File: src/rtl/alu_seq.sv
// alu_seq: valid/ready ALU with single-cycle ops and a WIDTH-cycle shift-add multiplier.
// The multiplier is built only when ALU_SEQ_MUL_EN is defined; otherwise op 111 reports err.
module alu_seq #(
  parameter int WIDTH = 8
) (
  input  logic             clk,
  input  logic             rst_n,
  input  logic             in_valid,
  output logic             in_ready,
  input  logic [2:0]       op,
  input  logic [WIDTH-1:0] a,
  input  logic [WIDTH-1:0] b,
  output logic             out_valid,
  input  logic             out_ready,
  output logic [WIDTH-1:0] result,
  output logic [4:0]       flags
);
  typedef enum logic [1:0] {IDLE, BUSY, DONE} state_t;
  state_t state, state_nx;
  logic accept, go_busy, mul_last;
  logic [WIDTH:0] sum, dif;
  logic add_ovf, sub_ovf;
  logic [WIDTH-1:0] alu_res, mul_res;
  logic alu_c, alu_v, alu_e, mul_c;

  assign in_ready  = state == IDLE || (state == DONE && out_ready);
  assign out_valid = state == DONE;
  assign accept    = in_valid && in_ready;
  assign sum       = {1'b0, a} + {1'b0, b};
  assign dif       = {1'b0, a} + {1'b0, ~b} + {{WIDTH{1'b0}}, 1'b1};
  assign add_ovf   = (a[WIDTH-1] == b[WIDTH-1]) && (sum[WIDTH-1] != a[WIDTH-1]);
  assign sub_ovf   = (a[WIDTH-1] != b[WIDTH-1]) && (dif[WIDTH-1] != a[WIDTH-1]);

  always_comb begin
    alu_res = '0;
    alu_c   = 1'b0;
    alu_v   = 1'b0;
    alu_e   = 1'b0;
    case (op)
      3'b000: begin
        alu_res = sum[WIDTH-1:0];
        alu_c   = sum[WIDTH];
        alu_v   = add_ovf;
      end
      3'b001: begin
        alu_res = dif[WIDTH-1:0];
        alu_c   = dif[WIDTH];
        alu_v   = sub_ovf;
      end
      3'b010:  alu_res = ~a;
      3'b011:  alu_res = a & b;
      3'b100:  alu_res = a | b;
      3'b101:  alu_res = a ^ b;
      3'b110:  alu_res = {{(WIDTH-1){1'b0}}, dif[WIDTH-1] ^ sub_ovf};
      default: alu_e = 1'b1;
    endcase
  end

`ifdef ALU_SEQ_MUL_EN
  localparam int CW = $clog2(WIDTH + 1);
  logic [WIDTH-1:0]   mcand;
  logic [2*WIDTH-1:0] prod;
  logic [CW-1:0]      cnt;
  logic [WIDTH:0]     hi_sum;

  // prod holds the partial product in its upper half and the unconsumed multiplier bits below
  assign go_busy  = op == 3'b111;
  assign mul_last = cnt == CW'(WIDTH);
  assign hi_sum   = {1'b0, prod[2*WIDTH-1:WIDTH]} + (prod[0] ? {1'b0, mcand} : '0);
  assign mul_res  = prod[WIDTH-1:0];
  assign mul_c    = |prod[2*WIDTH-1:WIDTH];

  always_ff @(posedge clk or negedge rst_n)
    if (!rst_n) begin
      mcand <= '0;
      prod  <= '0;
      cnt   <= '0;
    end else if (accept && go_busy) begin
      mcand <= a;
      prod  <= {{WIDTH{1'b0}}, b};
      cnt   <= '0;
    end else if (state == BUSY && !mul_last) begin
      prod <= {hi_sum, prod[WIDTH-1:1]};
      cnt  <= cnt + 1'b1;
    end
`else
  assign go_busy  = 1'b0;
  assign mul_last = 1'b0;
  assign mul_res  = '0;
  assign mul_c    = 1'b0;
`endif

  always_ff @(posedge clk or negedge rst_n)
    if (!rst_n) state <= IDLE;
    else state <= state_nx;

  always_comb begin
    state_nx = state;
    case (state)
      IDLE:    if (accept) state_nx = go_busy ? BUSY : DONE;
      BUSY:    if (mul_last) state_nx = DONE;
      DONE:    if (out_ready) state_nx = accept ? (go_busy ? BUSY : DONE) : IDLE;
      default: state_nx = IDLE;
    endcase
  end

  always_ff @(posedge clk or negedge rst_n)
    if (!rst_n) begin
      result <= '0;
      flags  <= '0;
    end else if (accept && !go_busy) begin
      result <= alu_res;
      flags  <= {alu_e, alu_res[WIDTH-1], alu_res == '0, alu_v, alu_c};
    end else if (state == BUSY && mul_last) begin
      result <= mul_res;
      flags  <= {1'b0, mul_res[WIDTH-1], mul_res == '0, 1'b0, mul_c};
    end
endmodule
File: config.mk
export PLATFORM = sky130hd
export DESIGN_NAME = alu_seq
export DESIGN_NICKNAME = d
export VERILOG_FILES = /design/src/rtl/alu_seq.sv
export SDC_FILE = /design/constraint.sdc
export NUM_CORES = 1
export LEC_CHECK = 0
export CAP_MARGIN = 15
export CELL_PAD_IN_SITES_DETAIL_PLACEMENT = 1
export CELL_PAD_IN_SITES_GLOBAL_PLACEMENT = 2
export CORE_ASPECT_RATIO = 0.7
export CORE_UTILIZATION = 27
export DETAILED_ROUTE_END_ITERATION = 8
export MAX_ROUTING_LAYER = met4
export PLACE_DENSITY = 0.79
export RECOVER_POWER = 100
export SLEW_MARGIN = 0
export SYNTH_ARGS = -nofsm -noshare
export SYNTH_HDL_FRONTEND = slang
export SYNTH_SLANG_ARGS = --single-unit
File: constraint.sdc
create_clock -name clk -period 1.4 [get_ports clk]
set_input_delay 0.14 -clock clk [delete_from_list [all_inputs] [get_ports clk]]
set_output_delay 0.14 -clock clk [all_outputs]
set_load 0.01 [all_outputs]
==> qor.csv, run 1 <==
metric,value,unit
initial drt markers,110,
# nets final,401,
post-synth top area share,0.1834,
Overall Power,2151,uW
Reg2Reg Setup Slack,-0.07,ns
status,"finished, violations left",
Die Width,98.89,um
Mapped Nets,269,
CTS tree,done,
number of clock sinks,13,
clock buffer depth,2,
Area after DPL,2820,um^2
fmax,377.6,MHz
hold_buf cts,0,
Critical Path RT,1.55,ns
Leakage,0.001542,uW
number of placement rows,24,
Final Util,0.5319,
Worst R2R Path Depth,6,
DRC,0,
Seq cells post-synth,13,
root buf cell,clkbuf_8,
CP arrival,2.80,ns
initial antenna violation count,0,
Netlist cell types,52,
WL final,7653,um
synthesized area per cell,8.101,um^2
synth cell count leaders,"inv_1 (25), ha_1 (24), nor2_1 (24)",
layout cells sized above 1,0.5086,
minimum clock period,2.648,ns
first-pass iteration count of the detailed router,4,
H-tree levels,1,
Worst-Margin Slew,0.7106,ns
Cells after DPL,399,
Clock Skew,0.006033,ns
first-pass GRT wire length,11570,um
clk_lat worst skew,0.25,ns
total gr overflow,0,
Hold Crit Class,primary input to async pin,
DP HPWL,5364,um
drt wl/cell,17.88,um
final hold vios,0,
sequential share of the synthesized area,0.1834,
height of the chip,69.82,um
cell taking the most area after synthesis,dfrtp_1,
startpoint types,primary input,
"Reg clk slew, reported paths",0.06,ns
vias in the first global route,2241,
Psw,783.1,uW
Crit Path Max Fanout,2,
Syn Inst Count,219,
pin count of the biggest net entering global routing,14,
vias per inst,5.117,
pwr dens,644.5,nW/um^2
"Top FF cell, synth",dfrtp_1,
crit path capture type,flop,
combinational share of power,0.624,
RSZ-0062 raised after global routing,yes,
max_cap viols,0,
Finished Layout Cells,428,
r2r endpoint,flags[2],
period utilization,1.891,
normalized max-slew margin,0.5263,
routed via count,2190,
area of the mapped netlist,1774,um^2
Setup WS post-layout,-1.248,ns
Int Pwr,1368,uW
post-route cell area,3338,um^2
clock power share,0.158,
area grow syn2layout,88.15,%
pins over their slew limit,0,
number of I/O port buffers,37,
number of synthesized flops with an enable pin,0,
Total GRT Usage,0.2262,
top post-synthesis cells by area,"dfrtp_1 (18%), ha_1 (17%), inv_1 (5.3%), nor2_1 (5.1%), a21oi_1 (3.9%)",
Synth warnings,0,
Antenna Cells,0,
GPL Wtd Cong,0.8396,
worst r2r src,state[1],
Setup TNS,-8.706,ns
IO Count,38,
Initial Util,0.2827,
Placeable Area,6276,um^2
TritonCTS Buffers,3,
Post-DRT Antenna Nets,0,
failing checks,setup timing,
worst vdd ir,0.3973,mV
Seq pwr share,0.218,
Final setup viols,12,
ys async rst share,1.000,
full die area,6905,um^2
Crit Path Category,primary input to flop,
switch share,0.3640,
most frequent cell after synthesis,inv_1,
-- per-stage QoR --
stage	worst slack (ns)	hold slack, ns
6_report	-1.248	0.4494
5_1_grt	-1.402	0.5132
4_1_cts	-1.501	0.1966
3_5_place_dp	-2.002	0.4630
3_3_place_gp	-1.883	0.4613
2_1_floorplan	-1.334	-0.1556
-- state kept, by name, indices dropped and copies added, names as in the netlist --
| signal | count |
|---|---|
| state | 1 |
| result | 7 |
| flags | 5 |
-- metal layers --
layer  track usage  share of wire  up-vias
li1              -              -     1037
met1        0.2901           0.44     1081
met2        0.3745           0.49       58
met3       0.03427          0.044       14
met4       0.05473          0.021        0
met5             -              0        -
-- timing repair --
item                                    CTS  global route
gates resized for setup                  97            26
hold endpoints to repair                  0             0
pin swaps                                31            20
endpoints found under the setup margin   12            11
setup buffers                            21             6
gates cloned                              1             0
-- how the worst max path moves through the flow --
stage,startpoint,end,slack [ns]
2_1_floorplan,b[1],flags[2],-1.33
3_3_place_gp,b[1],flags[2],-1.88
6_report,b[1],flags[2],-1.25
3_5_place_dp,b[1],flags[2],-2.00
4_1_cts,b[1],flags[2],-1.50
5_1_grt,b[1],flags[2],-1.40
-- cell families after synthesis --
| kind of cell | Yosys count | share of synthesized area |
|---|---|---|
| DFF | 13 | 0.1834 |
| and+or+nand+nor | 71 | 0.2052 |
| muxes | 5 | 0.03737 |
| adders and majority gates | 27 | 0.2031 |
| xor gates and xnor gates | 7 | 0.03456 |
| AOI/OAI and AO/OA | 63 | 0.2595 |
| buffers and inverters | 33 | 0.07687 |
-- layout by cell type (no fill, tap or decap), types with 3 or more instances in the layout --
| cell type | count |
|---|---|
| dlygate4sd3_1 | 8 |
| o21ai_0 | 4 |
| a21oi_1 | 12 |
| a21o_1 | 5 |
| o22ai_1 | 3 |
| nand2_1 | 8 |
| xnor2_2 | 3 |
| nand2b_1 | 6 |
| ha_1 | 17 |
| fa_2 | 3 |
| nand3_1 | 3 |
| inv_2 | 10 |
| a22o_1 | 3 |
| nor2_2 | 3 |
| xnor2_1 | 4 |
| o21a_1 | 3 |
| buf_6 | 19 |
| ha_4 | 7 |
| clkbuf_2 | 4 |
| nor3_1 | 4 |
| nor2_1 | 20 |
| clkdlybuf4s50_1 | 15 |
| nor2b_1 | 6 |
| buf_8 | 3 |
| dfrtp_1 | 13 |
| buf_2 | 3 |
| buf_4 | 77 |
| inv_1 | 10 |
| dlygate4sd2_1 | 4 |
| clkbuf_8 | 3 |
-- critical path, cell delays in order --
cell	delay, ns
buf_8	0.08
clkinvlp_4	0.10
ha_4	0.23
o21ba_4	0.20
or4_4	0.44
a21oi_2	0.13
nor2_1	0.05
nor2_1	0.08
nor2_1	0.06
fa_2	0.54
nor2_2	0.04
a21oi_1	0.11
o22ai_1	0.10
a21o_1	0.19
o41ai_2	0.32
-- power by group through the flow --
stage / clock (uW) / sequential [uW] / combinational (uW)
after floorplan: 0 / 503 / 491
after global placement: 0 / 476 / 1050
after detailed placement: 0 / 479 / 1080
after CTS: 349 / 472 / 1250
after global routing: 364 / 476 / 1430
final: 340 / 469 / 1340
-- final cells by class --
type                            instances  area (um^2)
Timing Repair Buffer                  135         1145
Tap cell                               78        97.59
Sequential cell                        13        325.3
Clock inverter                          1        5.005
Clock buffer                            3        41.29
Fill cell                             738         2938
Multi-Input combinational cell        173         1605
Inverter                               25        118.9
Note: power is estimated with default switching activity, not from simulation.
==> inputs of run 2 (changes only) <==
--- a/config.mk
+++ b/config.mk
@@ -12,8 +12,9 @@
 export CORE_UTILIZATION = 27
 export DETAILED_ROUTE_END_ITERATION = 8
 export MAX_ROUTING_LAYER = met4
-export PLACE_DENSITY = 0.79
+export PLACE_DENSITY = 0.84
 export RECOVER_POWER = 100
+export REMOVE_ABC_BUFFERS = 1
 export SLEW_MARGIN = 0
 export SYNTH_ARGS = -nofsm -noshare
 export SYNTH_HDL_FRONTEND = slang
==> qor.csv, run 2 (same netlist as run 1, synthesis figures left out) <==
metric,value,unit,change
status,"finished, violations left",,
failing checks,setup timing,,
pins over their slew limit,0,,unchanged
drt wl/cell,18.16,um,+1.5%
number of clock sinks,13,,unchanged
largest registers,"result x7, flags x5, state x1",,
Hold WS,0.3439,ns,-0.1054 ns
DP HPWL,5313,um,-0.95%
clock buffer depth,2,,unchanged
IO Count,38,,unchanged
fmax,363.1,MHz,-3.9%
number of placement rows,24,,unchanged
Post-DRT Antenna Nets,0,,unchanged
first-pass GRT wire length,12190,um,+5.4%
CTS tree,done,,
H-tree levels,1,,unchanged
normalized max-slew margin,0.5850,,+0.05869
initial drt markers,58,,-47%
vias per inst,5.049,,-1.3%
max_cap viols,0,,unchanged
most frequent cells in the layout,"buf_4 (80), nor2_1 (22), buf_6 (20)",,
Area after DPL,2725,um^2,-3.4%
# nets final,402,,+0.25%
layout cells sized above 1,0.5242,,+0.01565
"commonest non-fill, non-tap cell in the layout",buf_4,,
Reg with most FFs,result,,
worst vdd ir,0.3507,mV,-12%
TritonCTS Buffers,3,,unchanged
initial antenna violation count,0,,unchanged
root buf cell,clkbuf_8,,
Setup WS post-layout,-1.354,ns,-0.1063 ns
Critical Path RT,1.54,ns,about the same
total gr overflow,0,,unchanged
post-route cell area,3338,um^2,unchanged
period utilization,1.967,,+0.07594
GPL Wtd Cong,0.8802,,+4.8%
Overall Power,2168,uW,+0.76%
startpoint types,primary input,,
Crit-path slowest cell,fa_2,,
Hold Crit Class,primary input to async pin,,
Leakage,0.001545,uW,+0.20%
cell repeated most along the worst path,nor2_1,,
crit path capture type,flop,,
Total GRT Usage,0.2315,,+0.005291
routed via count,2166,,-1.1%
Crit Path Max Fanout,2,,unchanged
Clock Skew,0.001002,ns,-0.005031 ns
Final setup viols,11,,-1
Die Width,98.89,um,unchanged
full die area,6905,um^2,unchanged
area grow syn2layout,88.15,%,unchanged
DRC,0,,unchanged
clk_lat worst skew,0.25,ns,about the same
Placeable Area,6276,um^2,unchanged
Crit Path Category,primary input to flop,,
"Reg clk slew, reported paths",0.06,ns,about the same
WL final,7789,um,+1.8%
RSZ-0062 raised after global routing,yes,,
CP arrival,2.89,ns,+0.09 ns
Antenna Cells,0,,unchanged
Crit path buffers/inverters,2,,unchanged
Top Family by Delay on Critical Path,compound AO/OA/AOI/OAI gates,,
number of I/O port buffers,37,,unchanged
pwr dens,649.4,nW/um^2,+0.76%
height of the chip,69.82,um,unchanged
"Cell Chain, Critical Path",buf_8 -> inv_6 -> ha_4 -> o21ba_4 -> or4_4 -> a21oi_2 -> nor2_1 -> nor2_1 -> nor2_1 -> fa_2 -> nor2_2 -> a21oi_2 -> o22ai_2 -> a21o_1 -> o41ai_2,,
minimum clock period,2.754,ns,+0.1063 ns
maximum single-stage delay on the critical path,0.55,ns,about the same
Worst-Margin Slew,0.6205,ns,-0.09009 ns
Initial Util,0.2827,,unchanged
Largest register FFs,7,,unchanged
vias in the first global route,2402,,+7.2%
final hold vios,0,,unchanged
pin count of the biggest net entering global routing,17,,+3
first-pass iteration count of the detailed router,4,,unchanged
[run 2: timing repair]
action | in CTS | in global routing
hold buffers | 0 | 0
gates cloned | 1 | 0
resized for setup | 120 | 31
pin swaps | 28 | 15
setup endpoints to repair | 13 | 11
setup buffers | 26 | 4
[run 2: path summary, 6_finish.rpt]
path | start | to | slack [ns] | cells after the start
hold reg to reg | result[1] | result[1] | 0.50 | 1
setup reg to reg | state[1] | flags[2] | -0.17 | 6
setup / recovery | b[1] | flags[2] | -1.35 | 15
min in group clk | result[1] | result[1] | 0.50 | 1
max in group asynchronous | rst_n | result[5] | 0.66 | 1
hold / removal | rst_n | flags[0] | 0.34 | 1
[run 2: area by class of cell]
cell class	count	area (um^2)
Inverter	25	112.6
Clock buffer	3	41.29
Multi-Input combinational cell	173	1585
Sequential cell	13	325.3
Clock inverter	1	5.005
Timing Repair Buffer	136	1171
Tap cell	78	97.59
Fill cell	729	2938
[run 2: where the power goes]
part | internal (uW) | total (uW) | switching [uW]
combinational | 742 | 1340 | 598
sequential | 436 | 472 | 35.4
clock | 197 | 357 | 160
[run 2: per-stage QoR]
stage / setup TNS, ns / instances / utilization / setup WS (ns)
final: -7.893 / 429 / 0.5319 / -1.354
after global routing: -8.676 / 429 / 0.5319 / -1.454
after CTS: -7.649 / 425 / 0.5165 / -1.422
after detailed placement: -16.49 / 396 / 0.4342 / -2.180
after global placement: -15.84 / 396 / 0.4342 / -2.008
after floorplan: -8.048 / 211 / - / -1.535
[run 2: routing by layer]
metal | track usage | part of all wire | routed length [um] | vias up
li1 | - | - | - | 1037
met3 | 0.03226 | 0.030 | 237 | 9
met2 | 0.3970 | 0.52 | 4062 | 48
met5 | - | 0 | 0 | -
met4 | 0.04312 | 0.011 | 85 | 0
met1 | 0.2924 | 0.44 | 3405 | 1072
